$ cat config.mk
export PLATFORM = sky130hd
export DESIGN_NAME = regbank_write_arbiter_flat
export DESIGN_NICKNAME = d
export VERILOG_FILES = /design/src/rtl/regbank_write_arbiter_if.sv /design/src/rtl/regbank_write_arbiter.sv /design/src/flat_wrapper.sv
export SDC_FILE = /design/constraint.sdc
export NUM_CORES = 2
export LEC_CHECK = 0
export ABC_CLOCK_PERIOD_IN_PS = 4190
export BUFFER_PORTS_ARGS = -buffer_cell sky130_fd_sc_hd__buf_2
export CAP_MARGIN = 20
export CORE_MARGIN = 2
export CORE_UTILIZATION = 45
export CTS_CLUSTER_DIAMETER = 50
export DETAILED_ROUTE_END_ITERATION = 10
export HOLD_SLACK_MARGIN = 0.03
export PLACE_DENSITY = 0.57
export SYNTH_ARGS = -nofsm -noshare
export SYNTH_HDL_FRONTEND = slang
export SYNTH_SLANG_ARGS = --single-unit
$ cat constraint.sdc
create_clock -name clock -period 4.19 [get_ports clock]
set_clock_uncertainty 0.2 [all_clocks]
set_input_delay 0.2095 -clock clock [delete_from_list [all_inputs] [get_ports clock]]
set_output_delay 0.2095 -clock clock [all_outputs]
set_load 0.02 [all_outputs]
$ cat src/rtl/regbank_write_arbiter_if.sv
// Bus bundle between the write requesters / reader and the register-bank arbiter.
// Master drives requests, soft-clear and read address; slave returns grants, busy and read data.
interface regbank_write_arbiter_if #(
    parameter int WIDTH = 32,
    parameter int AW    = 5
);
    logic [3:0]         req;
    logic [4*AW-1:0]    wr_addr;
    logic [4*WIDTH-1:0] wr_data;
    logic               soft_clr;
    logic [3:0]         gnt;
    logic               clr_busy;
    logic [AW-1:0]      rd_addr;
    logic [WIDTH-1:0]   rd_data;

    modport master (
        output req, wr_addr, wr_data, soft_clr, rd_addr,
        input  gnt, clr_busy, rd_data
    );

    modport slave (
        input  req, wr_addr, wr_data, soft_clr, rd_addr,
        output gnt, clr_busy, rd_data
    );
endinterface

$ cat src/rtl/regbank_write_arbiter.sv
// Round-robin arbiter sharing one register-bank write port among 4 requesters,
// with a sequenced soft-clear that zeroes one entry per cycle.
module regbank_write_arbiter #(
    parameter int WIDTH = 32,
    parameter int AW    = 5
) (
    input logic                   clock,
    input logic                   clearb,
    regbank_write_arbiter_if.slave bus
);
    localparam int DEPTH = 2**AW;

    typedef enum logic {ARB, CLEAR} state_t;

    state_t           state;
    logic [1:0]       ptr;
    logic [AW-1:0]    cnt;
    logic [3:0]       gnt_r;
    logic             busy_r;
    logic [WIDTH-1:0] bank [DEPTH];

    logic [3:0]       eligible;
    logic             win_vld;
    logic [1:0]       win_idx;
    logic [1:0]       scan_idx;
    logic [AW-1:0]    sel_addr;
    logic [WIDTH-1:0] sel_data;

    // Scan from ptr downward in priority so the lowest offset from ptr is the last (winning) assignment.
    always_comb begin
        eligible = bus.req & ~gnt_r;
        win_vld  = 1'b0;
        win_idx  = ptr;
        scan_idx = ptr;
        for (int k = 3; k >= 0; k--) begin
            scan_idx = ptr + 2'(k);
            if (eligible[scan_idx]) begin
                win_vld = 1'b1;
                win_idx = scan_idx;
            end
        end
        sel_addr = '0;
        sel_data = '0;
        for (int j = 0; j < 4; j++) begin
            if (win_idx == 2'(j)) begin
                sel_addr = bus.wr_addr[j*AW +: AW];
                sel_data = bus.wr_data[j*WIDTH +: WIDTH];
            end
        end
    end

    always_ff @(posedge clock or negedge clearb) begin
        if (!clearb) begin
            state  <= ARB;
            ptr    <= 2'd0;
            cnt    <= '0;
            gnt_r  <= 4'b0000;
            busy_r <= 1'b0;
            for (int i = 0; i < DEPTH; i++) bank[i] <= '0;
        end else begin
            case (state)
                ARB: begin
                    if (bus.soft_clr) begin
                        state  <= CLEAR;
                        cnt    <= '0;
                        gnt_r  <= 4'b0000;
                        busy_r <= 1'b1;
                    end else if (win_vld) begin
                        bank[sel_addr] <= sel_data;
                        gnt_r          <= 4'b0001 << win_idx;
                        ptr            <= win_idx + 2'd1;
                    end else begin
                        gnt_r <= 4'b0000;
                    end
                end
                CLEAR: begin
                    // Requests are left pending; ptr is untouched so fairness resumes where it left off.
                    bank[cnt] <= '0;
                    gnt_r     <= 4'b0000;
                    cnt       <= cnt + AW'(1);
                    if (cnt == AW'(DEPTH - 1)) begin
                        state  <= ARB;
                        busy_r <= 1'b0;
                    end
                end
                default: state <= ARB;
            endcase
        end
    end

    assign bus.gnt      = gnt_r;
    assign bus.clr_busy = busy_r;
    assign bus.rd_data  = bank[bus.rd_addr];
endmodule
$ cat src/flat_wrapper.sv
// flat-port wrapper written by rule: the top's interface ports become plain ports
module regbank_write_arbiter_flat 
#(
    parameter int WIDTH = 32,
    parameter int AW    = 5
)
  (clock, clearb, bus_req, bus_wr_addr, bus_wr_data, bus_soft_clr, bus_rd_addr, bus_gnt, bus_clr_busy, bus_rd_data);
  regbank_write_arbiter_if #(.WIDTH(WIDTH), .AW(AW)) bus_i ();
  input logic clock;
  input logic clearb;
  input wire logic [$bits(bus_i.req)-1:0] bus_req;
  input wire logic [$bits(bus_i.wr_addr)-1:0] bus_wr_addr;
  input wire logic [$bits(bus_i.wr_data)-1:0] bus_wr_data;
  input wire logic [$bits(bus_i.soft_clr)-1:0] bus_soft_clr;
  input wire logic [$bits(bus_i.rd_addr)-1:0] bus_rd_addr;
  output wire logic [$bits(bus_i.gnt)-1:0] bus_gnt;
  output wire logic [$bits(bus_i.clr_busy)-1:0] bus_clr_busy;
  output wire logic [$bits(bus_i.rd_data)-1:0] bus_rd_data;
  assign bus_i.req = bus_req;
  assign bus_i.wr_addr = bus_wr_addr;
  assign bus_i.wr_data = bus_wr_data;
  assign bus_i.soft_clr = bus_soft_clr;
  assign bus_i.rd_addr = bus_rd_addr;
  assign bus_gnt = bus_i.gnt;
  assign bus_clr_busy = bus_i.clr_busy;
  assign bus_rd_data = bus_i.rd_data;
  regbank_write_arbiter #(.WIDTH(WIDTH), .AW(AW)) u_core (.clock(clock), .clearb(clearb), .bus(bus_i));
endmodule
After elaboration in Yosys (flattened, before gate mapping)
Index checks and enable logic that the tools add are counted.

storage, ports and cells
  register bits after elaboration = 1037
  latch bits = 0
  memory bits (writable) = 0
  memory bits (read-only) = 0
  bits of input ports = 160
  output and inout port bits = 37
  memories kept = 0

cells by class
  add/subtract/negate cells = 5
  multiply operators = 0
  div/mod/pow operators = 0
  order comparisons = 9
  eq/ne operators = 8
  shifts and indexed selects = 1
  mux-type cells = 46
  bitwise gates (word level) = 9
  reductions and logical operators = 6

operators with widths
  cell                    count
  $mux W1024              2
  $pmux W1024 S2          1
  $and A1024 B1024 Y1024  1
  $bwmux W1024            1
  $not A1024 Y1024        1
  $demux W32 S5           2
  $mux W32                8
  $bmux W32 S5            1
  $mux W5                 5
  $ge A6 B6 Y1 const B    3
  $not A5 Y6              3
  $lt A2 B3 Y1 const B    4
  $lt A6 B1 Y1 const B    2
  $mux W1                 12
  $pmux W5 S2             1
  $bmux W1 S2             4
  $mux W2                 4
  $mux W4                 2
  $pmux W4 S2             1
  $ne A2 B2 Y1 const B    3
  $add A5 B1 Y5 const B   1
  $eq A5 B5 Y1 const B    1
  $add A2 B1 Y2 const B   2
  $add A2 B2 Y2 const B   2
  12 further kinds        17

Depth between registers and ports, before layout
  depth in word-level cells = 22
  mapped depth = 16

Worst setup path before layout
Ideal clock, no wire load.

  path type = reg-to-reg
  from = register u_core.gnt_r[3] (netlist: u_core.bus.gnt[3])
  to = register u_core.bank[897] (netlist name)
  library setup time = 0.066 ns
  arrival time = 3.558 ns
  data required time = 3.924 ns
  slack = 0.365 ns
  cell stages (with the launch flop) = 15
  path buffers = 4
  clock period less this slack = 3.825 ns
  path through = dfrtp_1 nor2b_1 o22ai_1 a222oi_1 inv_1 ha_1 nor2_2 o211ai_1 a222oi_1 buf_2 nor2b_1 buf_2 buf_2 buf_2 a22o_1

on the way
  longest elaborated chain between the ends = 22

RTL lines
  element                                                             RTL line                     text
  start, declared                                                     regbank_write_arbiter.sv:18  logic [3:0] gnt_r;
  start signal, assigned                                              regbank_write_arbiter.sv:70  gnt_r <= 4'b0001 << win_idx;
  $not A4 Y4 *                                                        regbank_write_arbiter.sv:31  eligible = bus.req & ~gnt_r;
  $and A4 B4 Y4 *                                                     regbank_write_arbiter.sv:31
  $bmux W1 S2                                                         regbank_write_arbiter.sv:37  if (eligible[scan_idx]) begin
  $mux W1 (not written as such)                                       regbank_write_arbiter.sv:37
  $mux W2 (4 in series)                                               regbank_write_arbiter.sv:37
  $logic_not A2 Y1                                                    regbank_write_arbiter.sv:45  if (win_idx == 2'(j)) begin
  $mux W5 (4 in series)                                               regbank_write_arbiter.sv:45
  $not A5 Y6 (not written as such)                                    regbank_write_arbiter.sv:69  bank[sel_addr] <= sel_data;
  $ge A6 B6 Y1 (not written as such) or $lt A6 B1 Y1 (tied branches)  regbank_write_arbiter.sv:69
  $logic_and A1 B1 Y1 (not written as such)                           regbank_write_arbiter.sv:69
  $mux W32 (not written as such)                                      regbank_write_arbiter.sv:69
  $demux W32 S5                                                       regbank_write_arbiter.sv:69
  $bwmux W1024                                                        regbank_write_arbiter.sv:69
  $mux W1024                                                          regbank_write_arbiter.sv:68  end else if (win_vld) begin
  $mux W1024                                                          regbank_write_arbiter.sv:63  if (bus.soft_clr) begin
  $pmux W1024 S2                                                      regbank_write_arbiter.sv:61  case (state)
  end signal, assigned by index                                       regbank_write_arbiter.sv:69
  end, declared                                                       regbank_write_arbiter.sv:20  logic [WIDTH-1:0] bank [DEPTH];

Mark *: on every way between the ends. The rest lies on a longest branch, timed or not. The select of a mux whose other input is x is not followed.
A chain may end at the register's enable or synchronous reset.

Final worst setup path
  from = register u_core.gnt_r[3] (netlist: u_core.bus.gnt[3])
  to = register u_core.bank[273] (netlist name)

The elaborated chain is that of the path after synthesis.

==> summary.log <==
[outcome] status completed
[job] number of max-capacitance violations reported 0
[sta] number of hold violations in the final report 0
[yosys] sequential element share of the synthesized area 53.9%
[routing] wire length reported by the detailed router 183000 um
[clocking] clock tree buffer depth 3
[sta] final number of setup-violating endpoints 0
[placed_design] gpl congestion 0.892
[worst_setup_path] CP Data Arrival Time 4.47 ns
[power_and_ir_drop] Peak supply drop 0.000528 V
[routing] DR WL/cell 32.6 um
[floorplanning] CORE AREA 106000 um2
[worst_setup_path] cells traversed along the worst timing path nor2b_1 -> o22ai_1 -> a222oi_1 -> buf_4 -> ha_2 -> nor3b_1 -> a311o_1 -> nor3_4 -> buf_12 -> a31oi_4 -> buf_4 -> a22o_1
[hold_path] path category of the worst min-delay check in -> reg
[floorplanning] die height 331 um
[routing] routed via count 38.3k
[global_routing] largest net degree at the start of global routing 94
[worst_setup_path] biggest fanout along the worst timing path 21
[worst_setup_path] number of cells on the worst reg-to-reg path 12
[worst_setup_path] number of buffer and inverter instances along the worst setup path 3
[power_and_ir_drop] power density cells 707 nW/um2
[layout] fin cells 5618
[worst_setup_path] CP startpoint kind flop
[yosys] average instance area after synthesis 12.3 um2
[layout] utilization after layout 54.6%
[placed_design] DP Worst Slack -0.0474 ns
[yosys] leading cell types by total area after synthesis sky130_fd_sc_hd__dfrtp_1, sky130_fd_sc_hd__a22o_1, sky130_fd_sc_hd__mux4_2
[sta] normalized max-slew margin 24.7%
[worst_setup_path] launch instance of the worst register-to-register path u_core.bus.gnt[3]
[clocking] CTS tree yes
[worst_setup_path] critical path required time 4.58 ns
[hold_path] worst hold endpoint u_core.bank[852]
[yosys] number of synthesis warnings 0
[yosys] Post-Syn Area 48100 um2
[routing] antenna viol nets, final 0
[routing] Iteration-0 DRC Markers 4467
[layout] Sequential cell area 26000 um2
[sta] minimum clock period after layout 4.09 ns
[layout] Multi-input gate area 21100 um2
[yosys] Post-Synthesis Net Count 4076
[routing] drt first pass iters 6
[clocking] CTS Root Cell sky130_fd_sc_hd__clkbuf_16
[yosys] cell count after synthesis 3907
[yosys] post-synthesis cell type with the largest combined area sky130_fd_sc_hd__dfrtp_1
[yosys] post-synth top area share 53.9%
[floorplanning] Cell Rows 119
[power_and_ir_drop] Final Total Pwr 0.0408 W
[clocking] source-to-sink clock delay at the later pin of the worst-skew pair 0.71 ns
[worst_setup_path] cell with the most instances on the worst path sky130_fd_sc_hd__buf_4
[worst_setup_path] Worst Setup Path Type reg -> reg
[placed_design] IO Port Bufs 196
[routing] average via count per standard cell 6.82
[sta] final critical-path share of the clock period 97.5%
[placed_design] Final HPWL DP 109000 um
[worst_setup_path] Critical-path top delay cell sky130_fd_sc_hd__a311o_1
[layout] net total in the final layout 4291
[worst_setup_path] timing startpoint of the critical path u_core.bus.gnt[3]
[hold_path] number of instances on the worst hold path 7
[yosys] most instantiated library cell after synthesis sky130_fd_sc_hd__dfrtp_1
[floorplanning] Die Outline Area 110000 um2
[worst_setup_path] Crit. End Element flop
[placed_design] number of instances in the placed design 5331
[floorplanning] top-level port count 197
[global_routing] total routing resource utilization after global routing 33.5%
[clocking] CTS buffer count 121
[yosys] synthesis-stage register bit count 1037
[yosys] number of different library cells in the post-synthesis netlist 56
[floorplanning] Die Width 331 um
[global_routing] first-pass GRT wire length 269000 um
[yosys] proportion of synthesized flip-flops having asynchronous set or reset 100%
[layout] filler instances 8778
[clocking] clk sink count 1037
[sta] Worst Setup Slack, final 0.105 ns
[global_routing] grt ovf 0
[clocking] level count of the clock H-tree 3
[worst_setup_path] gate family responsible for the most delay along the worst path compound AO/OA/AOI/OAI gates
[routing] DRC violations left 0
[sta] number of max-slew violations in the final report 0
[layout] Area growth syn-to-layout 19.9%
[yosys] top post-synthesis cells by count sky130_fd_sc_hd__dfrtp_1, sky130_fd_sc_hd__a22o_1, sky130_fd_sc_hd__nand2_1
[worst_setup_path] worst reg-to-reg setup slack 0.10 ns
[global_routing] number of antenna violations at the first check in global routing 4
[power_and_ir_drop] Leak Pwr 25.6 nW
[hold_path] startpoint of the most critical hold path bus_wr_data[84]
[yosys] EDFF count, synth 0
[global_routing] via count of the first global-routing pass 38.5k
[worst_setup_path] longest individual stage delay on the worst path 0.50 ns
[floorplanning] initial standard-cell utilization of the core 45.5%
[sta] maximum operating frequency 245 MHz
[worst_setup_path] Reg2Reg Capture Point u_core.bank[273]
[clocking] Clock Pin Slew Worst Setup and Hold Paths 0.06 ns
[sta] Tightest Pin Transition 1.13 ns
[yosys] Synth Flop Type sky130_fd_sc_hd__dfrtp_1
[layout] fraction of layout cells with a size suffix above 1 23.5%
==> worst reg2reg max path, cell delays in order, from the launching register on <==
cell and delay (ns):
sky130_fd_sc_hd__dfrtp_1 0.40, sky130_fd_sc_hd__nor2b_1 0.24, sky130_fd_sc_hd__o22ai_1 0.13, sky130_fd_sc_hd__a222oi_1 0.46
sky130_fd_sc_hd__buf_4 0.22, sky130_fd_sc_hd__ha_2 0.34, sky130_fd_sc_hd__nor3b_1 0.12, sky130_fd_sc_hd__a311o_1 0.50
sky130_fd_sc_hd__nor3_4 0.35, sky130_fd_sc_hd__buf_12 0.25, sky130_fd_sc_hd__a31oi_4 0.13, sky130_fd_sc_hd__buf_4 0.31
sky130_fd_sc_hd__a22o_1 0.32
==> worst max path at each step <==
| stage | endpoint | slack [ns] | cells past startpoint |
|---|---|---|---|
| CTS | u_core.bank[984] | 0.01 | 13 |
| floorplan | u_core.bank[897] | 0.37 | 14 |
| finish | u_core.bank[273] | 0.10 | 12 |
| detailed placement | u_core.bank[918] | -0.05 | 13 |
| global placement | u_core.bank[718] | 0.02 | 14 |
| global route | u_core.bank[580] | -0.02 | 13 |
==> cells in the final DEF, fill, tap and decap left out, drive strengths merged, types with 80 or more instances in the layout <==
cell type,count
clkbuf,167
a21oi,102
dfrtp,1037
mux2i,80
a22o,733
nand2,468
mux4,256
o22ai,283
nor2,156
buf,444
==> metal layers <==
layer	up-vias	routed length [um]	GRT usage (%)
met5	-	23	0
met1	20077	75100	47.3
li1	15578	-	-
met2	2276	82300	50.4
met3	395	19600	8.67
met4	4	6080	12.0
==> metrics by stage <==
step	cell area, um2	hold WS (ns)	TNS [ns]
6_report	57700	0.0556	0
5_1_grt	57700	0.0928	-0.0336
4_1_cts	57600	0.0301	0
3_5_place_dp	52800	0.164	-0.830
3_3_place_gp	52800	0.133	0
2_1_floorplan	48100	-0.286	0
==> flip-flops by register name, indices dropped and copies added, names as in the netlist <==
| signal | cells |
|---|---|
| u_core.ptr | 2 |
| u_core.state | 1 |
| u_core.bus.gnt | 4 |
| u_core.bus.clr_busy | 1 |
| u_core.bank | 1024 |
| u_core.cnt | 5 |
==> cell families after synthesis <==
group | Yosys count | share of synthesized area [%]
XOR/XNOR | 2 | 0.0364
AO/OA/AOI/OAI | 1338 | 21.9
adder cells (fa/ha/maj) | 9 | 0.234
multiplexers | 337 | 13.7
buffers and inverters | 443 | 3.70
AND/OR/NAND/NOR | 741 | 6.57
flip-flops | 1037 | 53.9
==> power by group <==
group / internal [W] / total (W) / switching (W)
combinational: 0.00552 / 0.0151 / 0.00956
clock: 0.00666 / 0.0112 / 0.00452
sequential: 0.0128 / 0.0145 / 0.00169
total: 0.0250 / 0.0408 / 0.0158
==> cell type report <==
cell class | instances | share of cell area, %
flip-flops and latches | 1037 | 45.0
multi-input cells | 2427 | 36.5
repair buffers | 497 | 7.81
clock buffers | 167 | 6.07
well taps | 1391 | 3.02
clock inverters | 59 | 1.32
inverters | 38 | 0.247
diodes | 2 | 0.00867
==> timing repair <==
item / in CTS / in global routing
setup endpoints to repair: 86 / 941
pin swaps: 0 / 2
buffers inserted: 0 / 5
hold endpoints to repair: 886 / 0
gates resized for setup: 1 / 17
hold buffers: 54 / 0
Note: power is estimated with default switching activity, not from simulation.
